## src/rtl/sr_drv_pkg.sv

```systemverilog
// Shared types and constants for the gated SR latch driver.
package sr_drv_pkg;

    typedef enum logic [2:0] {
        IDLE,
        SETUP,
        PULSE,
        HOLD,
        CHECK,
        DONE
    } state_e;

    localparam logic OP_RESET = 1'b0;
    localparam logic OP_SET   = 1'b1;

    localparam int ERR_CNT_W = 8;
    localparam logic [ERR_CNT_W-1:0] ERR_CNT_MAX = '1;

endpackage

```

## src/rtl/sr_latch_driver_sync2.sv

```systemverilog
// Two-flop synchroniser for the asynchronous latch Q feedback; resets to 0.
module sync2 (
    input  logic clk,
    input  logic rst_n,
    input  logic d,
    output logic q
);

    logic meta_q;
    logic sync_q;

    always_ff @(posedge clk or negedge rst_n) begin
        if (!rst_n) begin
            meta_q <= 1'b0;
            sync_q <= 1'b0;
        end else begin
            meta_q <= d;
            sync_q <= meta_q;
        end
    end

    assign q = sync_q;

endmodule

```

## src/rtl/sr_latch_driver.sv

```systemverilog
// Sequences gate/set/reset pins of a gated SR latch with setup/pulse/hold timing
// and verifies the latch state through a synchronised Q readback.
module sr_latch_driver
    import sr_drv_pkg::*;
#(
    parameter int SETUP_CYC = 1,
    parameter int PULSE_CYC = 2,
    parameter int HOLD_CYC  = 1,
    parameter int CNT_W     = 8
) (
    input  logic                 clk,
    input  logic                 rst_n,
    input  logic                 req_valid,
    input  logic                 req_op,
    output logic                 req_ready,
    output logic                 lat_g,
    output logic                 lat_s,
    output logic                 lat_r,
    input  logic                 lat_q,
    output logic                 done_valid,
    output logic                 done_err,
    output logic [ERR_CNT_W-1:0] err_cnt
);

    localparam longint CNT_MAX = (64'd1 << CNT_W) - 64'd1;

    if (SETUP_CYC < 1 || longint'(SETUP_CYC) > CNT_MAX) begin : g_bad_setup
        $error("SETUP_CYC must be in 1..2**CNT_W-1");
    end
    if (PULSE_CYC < 1 || longint'(PULSE_CYC) > CNT_MAX) begin : g_bad_pulse
        $error("PULSE_CYC must be in 1..2**CNT_W-1");
    end
    if (HOLD_CYC < 1 || longint'(HOLD_CYC) > CNT_MAX) begin : g_bad_hold
        $error("HOLD_CYC must be in 1..2**CNT_W-1");
    end

    state_e               state_q, state_d;
    logic [CNT_W-1:0]     cnt_q, cnt_d;
    logic                 op_q, op_d;
    logic                 req_ready_q, req_ready_d;
    logic                 lat_g_q, lat_g_d;
    logic                 lat_s_q, lat_s_d;
    logic                 lat_r_q, lat_r_d;
    logic                 done_valid_q, done_valid_d;
    logic                 done_err_q, done_err_d;
    logic [ERR_CNT_W-1:0] err_cnt_q, err_cnt_d;
    logic                 q_sync;
    logic                 cnt_zero;

    sync2 u_sync_q (
        .clk   (clk),
        .rst_n (rst_n),
        .d     (lat_q),
        .q     (q_sync)
    );

    assign cnt_zero = (cnt_q == '0);

    // One down-counter times every phase; it is reloaded on each phase exit.
    always_comb begin
        state_d = state_q;
        cnt_d   = cnt_q;
        op_d    = op_q;
        case (state_q)
            IDLE: begin
                if (req_valid) begin
                    state_d = SETUP;
                    cnt_d   = CNT_W'(SETUP_CYC - 1);
                    op_d    = req_op;
                end
            end
            SETUP: begin
                if (cnt_zero) begin
                    state_d = PULSE;
                    cnt_d   = CNT_W'(PULSE_CYC - 1);
                end else begin
                    cnt_d = cnt_q - CNT_W'(1);
                end
            end
            PULSE: begin
                if (cnt_zero) begin
                    state_d = HOLD;
                    cnt_d   = CNT_W'(HOLD_CYC - 1);
                end else begin
                    cnt_d = cnt_q - CNT_W'(1);
                end
            end
            HOLD: begin
                if (cnt_zero) begin
                    state_d = CHECK;
                    cnt_d   = CNT_W'(1);
                end else begin
                    cnt_d = cnt_q - CNT_W'(1);
                end
            end
            CHECK: begin
                if (cnt_zero) begin
                    state_d = DONE;
                end else begin
                    cnt_d = cnt_q - CNT_W'(1);
                end
            end
            DONE:    state_d = IDLE;
            default: state_d = IDLE;
        endcase
    end

    // Outputs are decoded from the next state so every pin leaves a flop.
    always_comb begin
        req_ready_d  = (state_d == IDLE);
        lat_g_d      = (state_d == PULSE);
        lat_s_d      = (state_d inside {SETUP, PULSE, HOLD}) && (op_d == OP_SET);
        lat_r_d      = (state_d inside {SETUP, PULSE, HOLD}) && (op_d == OP_RESET);
        done_valid_d = (state_d == DONE);
        done_err_d   = (state_d == DONE) && (q_sync != op_d);
        err_cnt_d    = err_cnt_q;
        if (done_err_d && err_cnt_q != ERR_CNT_MAX) begin
            err_cnt_d = err_cnt_q + ERR_CNT_W'(1);
        end
    end

    always_ff @(posedge clk or negedge rst_n) begin
        if (!rst_n) begin
            state_q      <= IDLE;
            cnt_q        <= '0;
            op_q         <= OP_RESET;
            req_ready_q  <= 1'b1;
            lat_g_q      <= 1'b0;
            lat_s_q      <= 1'b0;
            lat_r_q      <= 1'b0;
            done_valid_q <= 1'b0;
            done_err_q   <= 1'b0;
            err_cnt_q    <= '0;
        end else begin
            state_q      <= state_d;
            cnt_q        <= cnt_d;
            op_q         <= op_d;
            req_ready_q  <= req_ready_d;
            lat_g_q      <= lat_g_d;
            lat_s_q      <= lat_s_d;
            lat_r_q      <= lat_r_d;
            done_valid_q <= done_valid_d;
            done_err_q   <= done_err_d;
            err_cnt_q    <= err_cnt_d;
        end
    end

    assign req_ready  = req_ready_q;
    assign lat_g      = lat_g_q;
    assign lat_s      = lat_s_q;
    assign lat_r      = lat_r_q;
    assign done_valid = done_valid_q;
    assign done_err   = done_err_q;
    assign err_cnt    = err_cnt_q;

endmodule

```

## config.mk

```make
export PLATFORM = sky130hd
export DESIGN_NAME = sr_latch_driver
export DESIGN_NICKNAME = d
export VERILOG_FILES = /design/src/rtl/sr_drv_pkg.sv /design/src/rtl/sr_latch_driver_sync2.sv /design/src/rtl/sr_latch_driver.sv
export SDC_FILE = /design/constraint.sdc
export NUM_CORES = 1
export LEC_CHECK = 0
export CORE_MARGIN = 4
export CORE_UTILIZATION = 51
export DETAILED_ROUTE_END_ITERATION = 12
export GPL_ROUTABILITY_DRIVEN = 0
export PLACE_DENSITY = 0.79
export SLEW_MARGIN = 20
export SYNTH_ARGS = -nofsm -noshare
export SYNTH_HDL_FRONTEND = slang
export SYNTH_SLANG_ARGS = --single-unit
```

## constraint.sdc

```tcl
create_clock -name clk -period 2.5 [get_ports clk]
set_clock_uncertainty 0.05 [all_clocks]
set_input_delay 0.5 -clock clk [delete_from_list [all_inputs] [get_ports clk]]
set_output_delay 0.5 -clock clk [all_outputs]
set_load 0.01 [all_outputs]
```

==> results of run 1 <==
-- sequential cells by signal (all words and copies together), names as in the netlist --
register / count
lat_s: 1
u_sync_q.meta_q: 1
done_err: 1
req_ready: 1
err_cnt: 8
op_q: 1
cnt_q: 8
u_sync_q.q: 1
lat_r: 1
state_q: 3
done_valid: 1
lat_g: 1
-- synthesized netlist by cell type, types with 2 or more instances --
| cell type | n | area [um2] |
|---|---|---|
| clkbuf_1 | 7 | 26.3 |
| a21oi_1 | 10 | 50.1 |
| o22ai_1 | 3 | 18.8 |
| nand4_1 | 5 | 31.3 |
| mux2_2 | 5 | 56.3 |
| o31ai_1 | 2 | 15.0 |
| or4_1 | 4 | 30.0 |
| or3_1 | 2 | 12.5 |
| o21ai_0 | 9 | 45.0 |
| ha_1 | 2 | 25.0 |
| inv_1 | 5 | 18.8 |
| a21boi_0 | 2 | 15.0 |
| and3_1 | 2 | 12.5 |
| nor3b_1 | 4 | 30.0 |
| maj3_1 | 2 | 20.0 |
| nor2_1 | 9 | 33.8 |
| nand2b_1 | 3 | 18.8 |
| buf_2 | 2 | 10.0 |
| xor2_1 | 5 | 43.8 |
| nor3_1 | 9 | 45.0 |
| nor4_1 | 2 | 12.5 |
| nand3_1 | 7 | 35.0 |
| a32oi_1 | 3 | 26.3 |
| dfrtp_1 | 27 | 676 |
| nand2_1 | 11 | 41.3 |
-- worst max-delay path, delay by kind of cell, from the launching register on --
family | cells | cell delay (ns)
and+or+nand+nor | 3 | 0.95
buffers and inverters | 1 | 0.12
adders and majority gates | 1 | 0.22
muxes | 1 | 0.36
DFF | 1 | 0.45
-- through the flow --
step,hold WS [ns],total power [mW],cells
after floorplan,0.154,0.471,158
final,0.326,0.792,208
after global routing,0.342,0.816,208
after detailed placement,0.294,0.493,204
after global placement,0.284,0.493,204
after CTS,0.329,0.798,208
-- worst max path at each step --
stage,from,to,slack (ns),cells after the start
after floorplan,cnt_q[0]$_DFFE_PN0P_,err_cnt[7]$_DFFE_PN0P_,0.48,7
after global placement,req_valid,cnt_q[5]$_DFFE_PN0P_,0.36,5
after detailed placement,cnt_q[0]$_DFFE_PN0P_,err_cnt[6]$_DFFE_PN0P_,0.34,6
after CTS,cnt_q[0]$_DFFE_PN0P_,err_cnt[6]$_DFFE_PN0P_,0.31,6
after global routing,cnt_q[0]$_DFFE_PN0P_,err_cnt[6]$_DFFE_PN0P_,0.13,6
final,cnt_q[0]$_DFFE_PN0P_,err_cnt[6]$_DFFE_PN0P_,0.27,6
-- cell families after synthesis --
| group | after synthesis |
|---|---|
| AND/OR/NAND/NOR | 69 |
| XOR/XNOR | 6 |
| adder cells (fa/ha/maj) | 4 |
| AO/OA/AOI/OAI | 32 |
| multiplexers | 5 |
| buffers and inverters | 14 |
| flip-flops | 28 |
-- cell type report --
type,instances,area (um2)
fillers,241,1010
multi-input cells,116,754
flip-flops and latches,28,702
repair buffers,24,225
well taps,31,38.8
clock inverters,1,30.0
clock buffers,3,22.5
inverters,5,18.8
-- report_power, final --
group / total, mW / internal (mW) / switching [mW]
combinational: 0.0251 / 0.0113 / 0.0138
clock: 0.308 / 0.163 / 0.145
sequential: 0.459 / 0.457 / 0.00163
-- per-layer routing --
metal	part of all wire	GRT usage	routed length [um]
met1	0.40	0.221	1370
met3	0.076	0.0306	263
met5	0	0	0
met4	0.025	0.110	85
met2	0.50	0.309	1750
==> impl_metrics.tcl, run 1 <==
set metrics [dict create \
    outcome "finished clean" \
    irDropWorstVdd_v 0.000374 \
    ys_warn_count 0 \
    rows 19 \
    dpl-instance-area_mm2 0.00174 \
    fin_nets 185 \
    finalWirelength_um 3470 \
    root_buffer "clkbuf_4" \
    die_y_um 62.4 \
    worst_path_max_delay_cell "dfrtp_1" \
    n_antenna_cell 0 \
    timing.rr.start "cnt_q[0]$_DFFE_PN0P_" \
    cpPeakStageDelay_ns 0.45 \
    firstDrtPassIters 5 \
    rrSetupSlack_ns 0.27 \
    wl_per_cell_um 16.7 \
    die_w_um 62.4 \
    ios 19 \
    clock_sinks 28 \
    rsz0062_at_grt "false" \
    crit_chain "inv_1 -> ha_1 -> nor3b_1 -> nand4_1 -> nor3_1 -> mux2_2" \
    start_util 0.539 \
    path_max_fanout 7 \
    ant_nets 0 \
    vias 1317 \
    syn_area_per_cell_um2 9.57 \
    ys_types 41 \
    syn2layout_area_growth_pct 18.5 \
    postCtsSetupBuffers 0 \
    min_period_over_period 0.892 \
    reg2reg_depth 6 \
    synth-edff-count 0 \
    critical_path_class "flop to flop" \
    synth_top_family_by_area "simple AND/OR/NAND/NOR gates" \
    cts-hold-fix-buffers 0 \
    final_cell_mix "27 x dfrtp_1, 18 x clkdlybuf4s50_1, 11 x nand2_1, 10 x a21oi_1" \
    cts-buffers-inserted 3 \
    synthCells 158 \
    worstMarginPinSlew_ns 0.577 \
    fin_util 0.639 \
    drc 0 \
    period_needed_ns 2.23 \
    start_kind "flop" \
    clock_latency_ns 0.35 \
    reg2reg_to "err_cnt[6]$_DFFE_PN0P_" \
    antenna_found_initial 0 \
    ys_seq_elements 28 \
    ys_seq_area_frac 0.464 \
    synth-xor-area-share 0.0348 \
    port_buffers 18 \
    drt_first_iter_violations 66 \
    hp-class "flop to flop" \
    syn-num-nets 165 \
    clockBufferDepth 2 \
    fin_area_mm2 0.00179 \
    globalRouteTotalUtil 0.184 \
    dpl_worst_slack_ns 0.338 \
    worstPathRequired_ns 2.71 \
    fmax_ghz 0.448 \
    die_area_mm2 0.00390 \
    grt_max_degree 29 \
    fin_ws_ns 0.270 \
    maxCapViolations 0 \
    grt_overflow_total 0 \
    async_flop_share 1.00 \
    final_common_cell "dfrtp_1" \
    grt_pass1_vias 1291 \
    hp-start "u_sync_q.meta_q$_DFF_PN0_" \
    end_kind "flop" \
    drive_gt1_frac 0.113 \
    synth_compound_area_frac 0.129 \
    core_mm2 0.00281 \
    slew_headroom 0.613 \
    muxShareOfSynthArea 0.0373 \
    viasPerCell 6.33 \
    dpl.hpwl_um 2430 \
    grt_pass1_wl_um 5750 \
    critPathArrivalTime_ns 2.44 \
    p_leak_nw 0.724 \
    cts_tree "yes" \
    yosys.area_share.simple 0.268 \
    min_to "u_sync_q.q$_DFF_PN0_" \
    tns_ns 0 \
    setup_viol 0 \
    slew_viol_final 0 \
    syn_area_mm2 0.00151 \
    hold_path_depth 0 \
    finalHoldViolCount 0 \
    power.density_mw_per_mm2 442 \
    synth_flop_cell "dfrtp_1" \
    htreeDepth 1 \
    cts_resized 0 \
    synthAdderAreaFrac 0.0298 \
    clk_pin_slew_ns 0.16 \
]
Note: power is estimated with default switching activity, not from simulation.
==> run 2: changes to the inputs <==
==> constraint.sdc (replaced) <==
create_clock -name clk -period 2.5 [get_ports clk]
set_clock_uncertainty 0.05 [all_clocks]
set_input_delay 0.375 -clock clk [delete_from_list [all_inputs] [get_ports clk]]
set_output_delay 0.375 -clock clk [all_outputs]
set_load 0.01 [all_outputs]
==> impl_metrics.tcl, run 2 (synthesis results as in run 1) <==
set metrics [dict create \
    vias 1286 \
    antenna_found_initial 0 \
    clockBufferDepth 2 \
    htreeDepth 1 \
    finalHoldViolCount 0 \
    post-place-cells 202 \
    cts-hold-fix-buffers 0 \
    slew_viol_final 0 \
    die_y_um 62.4 \
    cts-buffers-inserted 3 \
    clk_pin_slew_ns 0.15 \
    rsz0062_at_grt "false" \
    postCtsSetupBuffers 0 \
    period_needed_ns 2.28 \
    start_util 0.539 \
    maxCapViolations 0 \
    instances_no_fill 206 \
    clock_latency_ns 0.33 \
    wl_per_cell_um 15.4 \
    ios 19 \
    drt_first_iter_violations 63 \
    fin_area_mm2 0.00178 \
    cts_tree "yes" \
    fin_nets 183 \
    grt_overflow_total 0 \
    core_mm2 0.00281 \
    dpl-instance-area_mm2 0.00172 \
    hold_ws_ns 0.336 \
    power.density_mw_per_mm2 439 \
    path_max_fanout 8 \
    fin_ws_ns 0.216 \
    die_area_mm2 0.00390 \
    firstDrtPassIters 4 \
    rows 19 \
    grt_pass1_vias 1258 \
    viasPerCell 6.24 \
    dpl.hpwl_um 2250 \
    grt_max_degree 29 \
    worstMarginPinSlew_ns 0.554 \
    irDropWorstVdd_v 0.000310 \
    grt_pass1_wl_um 5580 \
    die_w_um 62.4 \
    drive_gt1_frac 0.103 \
    cts_resized 0 \
    setup_viol 0 \
    clock_sinks 28 \
    hp-class "flop to flop" \
    min_period_over_period 0.914 \
    n_antenna_cell 0 \
    start_kind "flop" \
    final_common_cell "dfrtp_1" \
    drc 0 \
    p_leak_nw 0.716 \
    tns_ns 0 \
    globalRouteTotalUtil 0.174 \
    finalWirelength_um 3160 \
    critPathArrivalTime_ns 2.47 \
    ant_nets 0 \
    outcome "finished clean" \
    end_kind "flop" \
    port_buffers 18 \
    critical_path_class "flop to flop" \
    slew_headroom 0.628 \
    dpl_worst_slack_ns 0.251 \
    worstPathRequired_ns 2.69 \
    syn2layout_area_growth_pct 17.5 \
    fmax_ghz 0.438 \
    root_buffer "clkbuf_4" \
    final_cell_mix "27 x dfrtp_1, 18 x clkdlybuf4s50_1, 11 x nand2_1, 10 x a21oi_1" \
]
[run 2: worst max-delay path, cell delays in order (launching register included)]
cell	delay (ns)
dfrtp_1	0.44
inv_1	0.11
ha_1	0.21
nor3b_1	0.34
nand2_1	0.28
nor3_1	0.38
mux2_2	0.38
[run 2: final cells by class]
type / instances / area, um2
Inverter: 5 / 18.8
Timing Repair Buffer: 22 / 210
Sequential cell: 28 / 702
Multi-Input combinational cell: 116 / 754
Fill cell: 247 / 1030
Clock buffer: 3 / 22.5
Tap cell: 31 / 38.8
Clock inverter: 1 / 30.0
[run 2: where the power goes]
part / internal [mW] / switching [mW] / total [mW]
registers: 0.457 / 0.00174 / 0.459
clock network: 0.162 / 0.134 / 0.297
logic: 0.0113 / 0.0139 / 0.0252
total: 0.631 / 0.150 / 0.781
[run 2: routing by layer]
layer	wire length (um)	up-vias	track usage
met3	161	13	0.0288
met5	0	-	0
met1	1410	616	0.216
met2	1520	42	0.302
met4	78	0	0.0634
li1	-	615	-
[run 2: through the flow]
stage | total power [mW] | utilization
global placement | 0.493 | 0.615
finish | 0.781 | 0.633
global route | 0.812 | 0.633
floorplan | 0.471 | -
CTS | 0.789 | 0.633
detailed placement | 0.493 | 0.615
[run 2: path summary, 6_finish.rpt]
kind                                           start                     end  slack, ns  depth (start not counted)
setup / recovery                cnt_q[0]$_DFFE_PN0P_  err_cnt[1]$_DFFE_PN0P_       0.22                          6
hold / removal             u_sync_q.meta_q$_DFF_PN0_    u_sync_q.q$_DFF_PN0_       0.34                          0
setup reg to reg                cnt_q[0]$_DFFE_PN0P_  err_cnt[1]$_DFFE_PN0P_       0.22                          6
hold reg to reg            u_sync_q.meta_q$_DFF_PN0_    u_sync_q.q$_DFF_PN0_       0.34                          0
max in group asynchronous                      rst_n     req_ready$_DFF_PN1_       1.75                          2
min in group asynchronous                      rst_n  err_cnt[5]$_DFFE_PN0P_       0.35                          2
==> run 3: changes to the inputs <==
--- a/config.mk
+++ b/config.mk
@@ -6,10 +6,10 @@
 export NUM_CORES = 1
 export LEC_CHECK = 0
 export CORE_MARGIN = 4
-export CORE_UTILIZATION = 51
+export CORE_UTILIZATION = 54
 export DETAILED_ROUTE_END_ITERATION = 12
 export GPL_ROUTABILITY_DRIVEN = 0
-export PLACE_DENSITY = 0.79
+export PLACE_DENSITY = 0.83
 export SLEW_MARGIN = 20
 export SYNTH_ARGS = -nofsm -noshare
 export SYNTH_HDL_FRONTEND = slang
==> constraint.sdc (replaced) <==
create_clock -name clk -period 2.5 [get_ports clk]
set_clock_uncertainty 0.05 [all_clocks]
set_input_delay 0.375 -clock clk [delete_from_list [all_inputs] [get_ports clk]]
set_output_delay 0.375 -clock clk [all_outputs]
set_load 0.05 [all_outputs]
==> impl_metrics.tcl, run 3 (synthesis results as in run 1) <==
set metrics [dict create \
    outcome "finished clean" \
    slew_viol_final 0 \
    power.density_mw_per_mm2 441 \
    clockBufferDepth 2 \
    wl_met2_um 1640 \
    globalRouteTotalUtil 0.199 \
    cts_resized 0 \
    p_leak_nw 0.716 \
    grt_overflow_total 0 \
    drt_first_iter_violations 110 \
    top_layer "met4" \
    core_mm2 0.00257 \
    path_max_fanout 17 \
    postCtsSetupBuffers 0 \
    tns_ns 0 \
    die_y_um 60.9 \
    die_area_mm2 0.00371 \
    dr_wl_met3_um 259 \
    finalPower_mw 0.784 \
    syn2layout_area_growth_pct 17.5 \
    antenna_found_initial 0 \
    vias 1295 \
    m1WireLength_um 1360 \
    period_needed_ns 2.23 \
    hp-class "flop to flop" \
    drive_gt1_frac 0.103 \
    final_common_cell "dfrtp_1" \
    port_buffers 18 \
    slew_headroom 0.657 \
    finalWirelength_um 3280 \
    worstMarginPinSlew_ns 0.513 \
    grt_max_degree 29 \
    setup_viol 0 \
    finalHoldViolCount 0 \
    grt_pass1_wl_um 5540 \
    dpl_worst_slack_ns 0.274 \
    clock_sinks 28 \
    dpl.hpwl_um 2410 \
    cts-hold-fix-buffers 0 \
    fmax_ghz 0.448 \
    end_kind "flop" \
    fin_nets 183 \
    grt_pass1_vias 1182 \
    clock_latency_ns 0.33 \
    firstDrtPassIters 4 \
    worstPathRequired_ns 2.67 \
    drc 0 \
    rsz0062_at_grt "false" \
    htreeDepth 1 \
    root_buffer "clkbuf_4" \
    start_util 0.589 \
    cts-buffers-inserted 3 \
    maxCapViolations 0 \
    min_period_over_period 0.893 \
    start_kind "flop" \
    clk_pin_slew_ns 0.16 \
    rows 18 \
    fin_ws_ns 0.268 \
    viasPerCell 6.32 \
    ant_nets 0 \
    critical_path_class "flop to flop" \
    final_cell_mix "27 x dfrtp_1, 18 x clkdlybuf4s50_1, 11 x nand2_1, 10 x a21oi_1" \
    irDropWorstVdd_v 0.000591 \
    fin_util 0.692 \
    die_w_um 60.9 \
    wl_per_cell_um 16.0 \
    n_antenna_cell 0 \
    cts_tree "yes" \
    ios 19 \
    critPathArrivalTime_ns 2.40 \
]
==> run 3: where the power goes <==
part / internal, mW / switching [mW]
combinational: 0.0113 / 0.0193
sequential: 0.457 / 0.00153
clock: 0.162 / 0.132
total: 0.631 / 0.153
==> run 3: critical path: stages (launching register included) <==
cell and delay, ns:
dfrtp_1 0.56, nor3b_1 0.47, nand4_1 0.35, nor3_1 0.31
mux2_2 0.37
==> run 3: final timing paths <==
| check | start | end | slack (ns) | cells past startpoint |
|---|---|---|---|---|
| min in group asynchronous | rst_n | cnt_q[4]$_DFFE_PN0P_ | 0.35 | 2 |
| worst min register to register | u_sync_q.meta_q$_DFF_PN0_ | u_sync_q.q$_DFF_PN0_ | 0.32 | 0 |
| worst max-delay path | state_q[0]$_DFF_PN0_ | err_cnt[6]$_DFFE_PN0P_ | 0.27 | 4 |
| worst min-delay path | u_sync_q.meta_q$_DFF_PN0_ | u_sync_q.q$_DFF_PN0_ | 0.32 | 0 |
| worst max register to register | state_q[0]$_DFF_PN0_ | err_cnt[6]$_DFFE_PN0P_ | 0.27 | 4 |
| max in group asynchronous | rst_n | req_ready$_DFF_PN1_ | 1.73 | 2 |
==> run 3: final cells by class <==
| cell class | instances | area, um2 |
|---|---|---|
| Fill cell | 234 | 792 |
| Multi-Input combinational cell | 116 | 754 |
| Clock inverter | 1 | 30.0 |
| Tap cell | 30 | 37.5 |
| Inverter | 5 | 18.8 |
| Clock buffer | 3 | 22.5 |
| Sequential cell | 28 | 702 |
| Timing Repair Buffer | 22 | 210 |
==> run 3: layer usage <==
metal  global-route usage  up-vias
met1                0.262      631
met3               0.0596        2
li1                     -      609
met5                    0        -
met2                0.328       53
met4               0.0402        0
==> run 3: through the flow <==
step / instance area [um2] / instances / hold WS, ns
after floorplan: 1510 / 158 / 0.0294
after detailed placement: 1720 / 201 / 0.292
after global routing: 1780 / 205 / 0.330
final: 1780 / 205 / 0.322
after CTS: 1780 / 205 / 0.327
after global placement: 1720 / 201 / 0.287
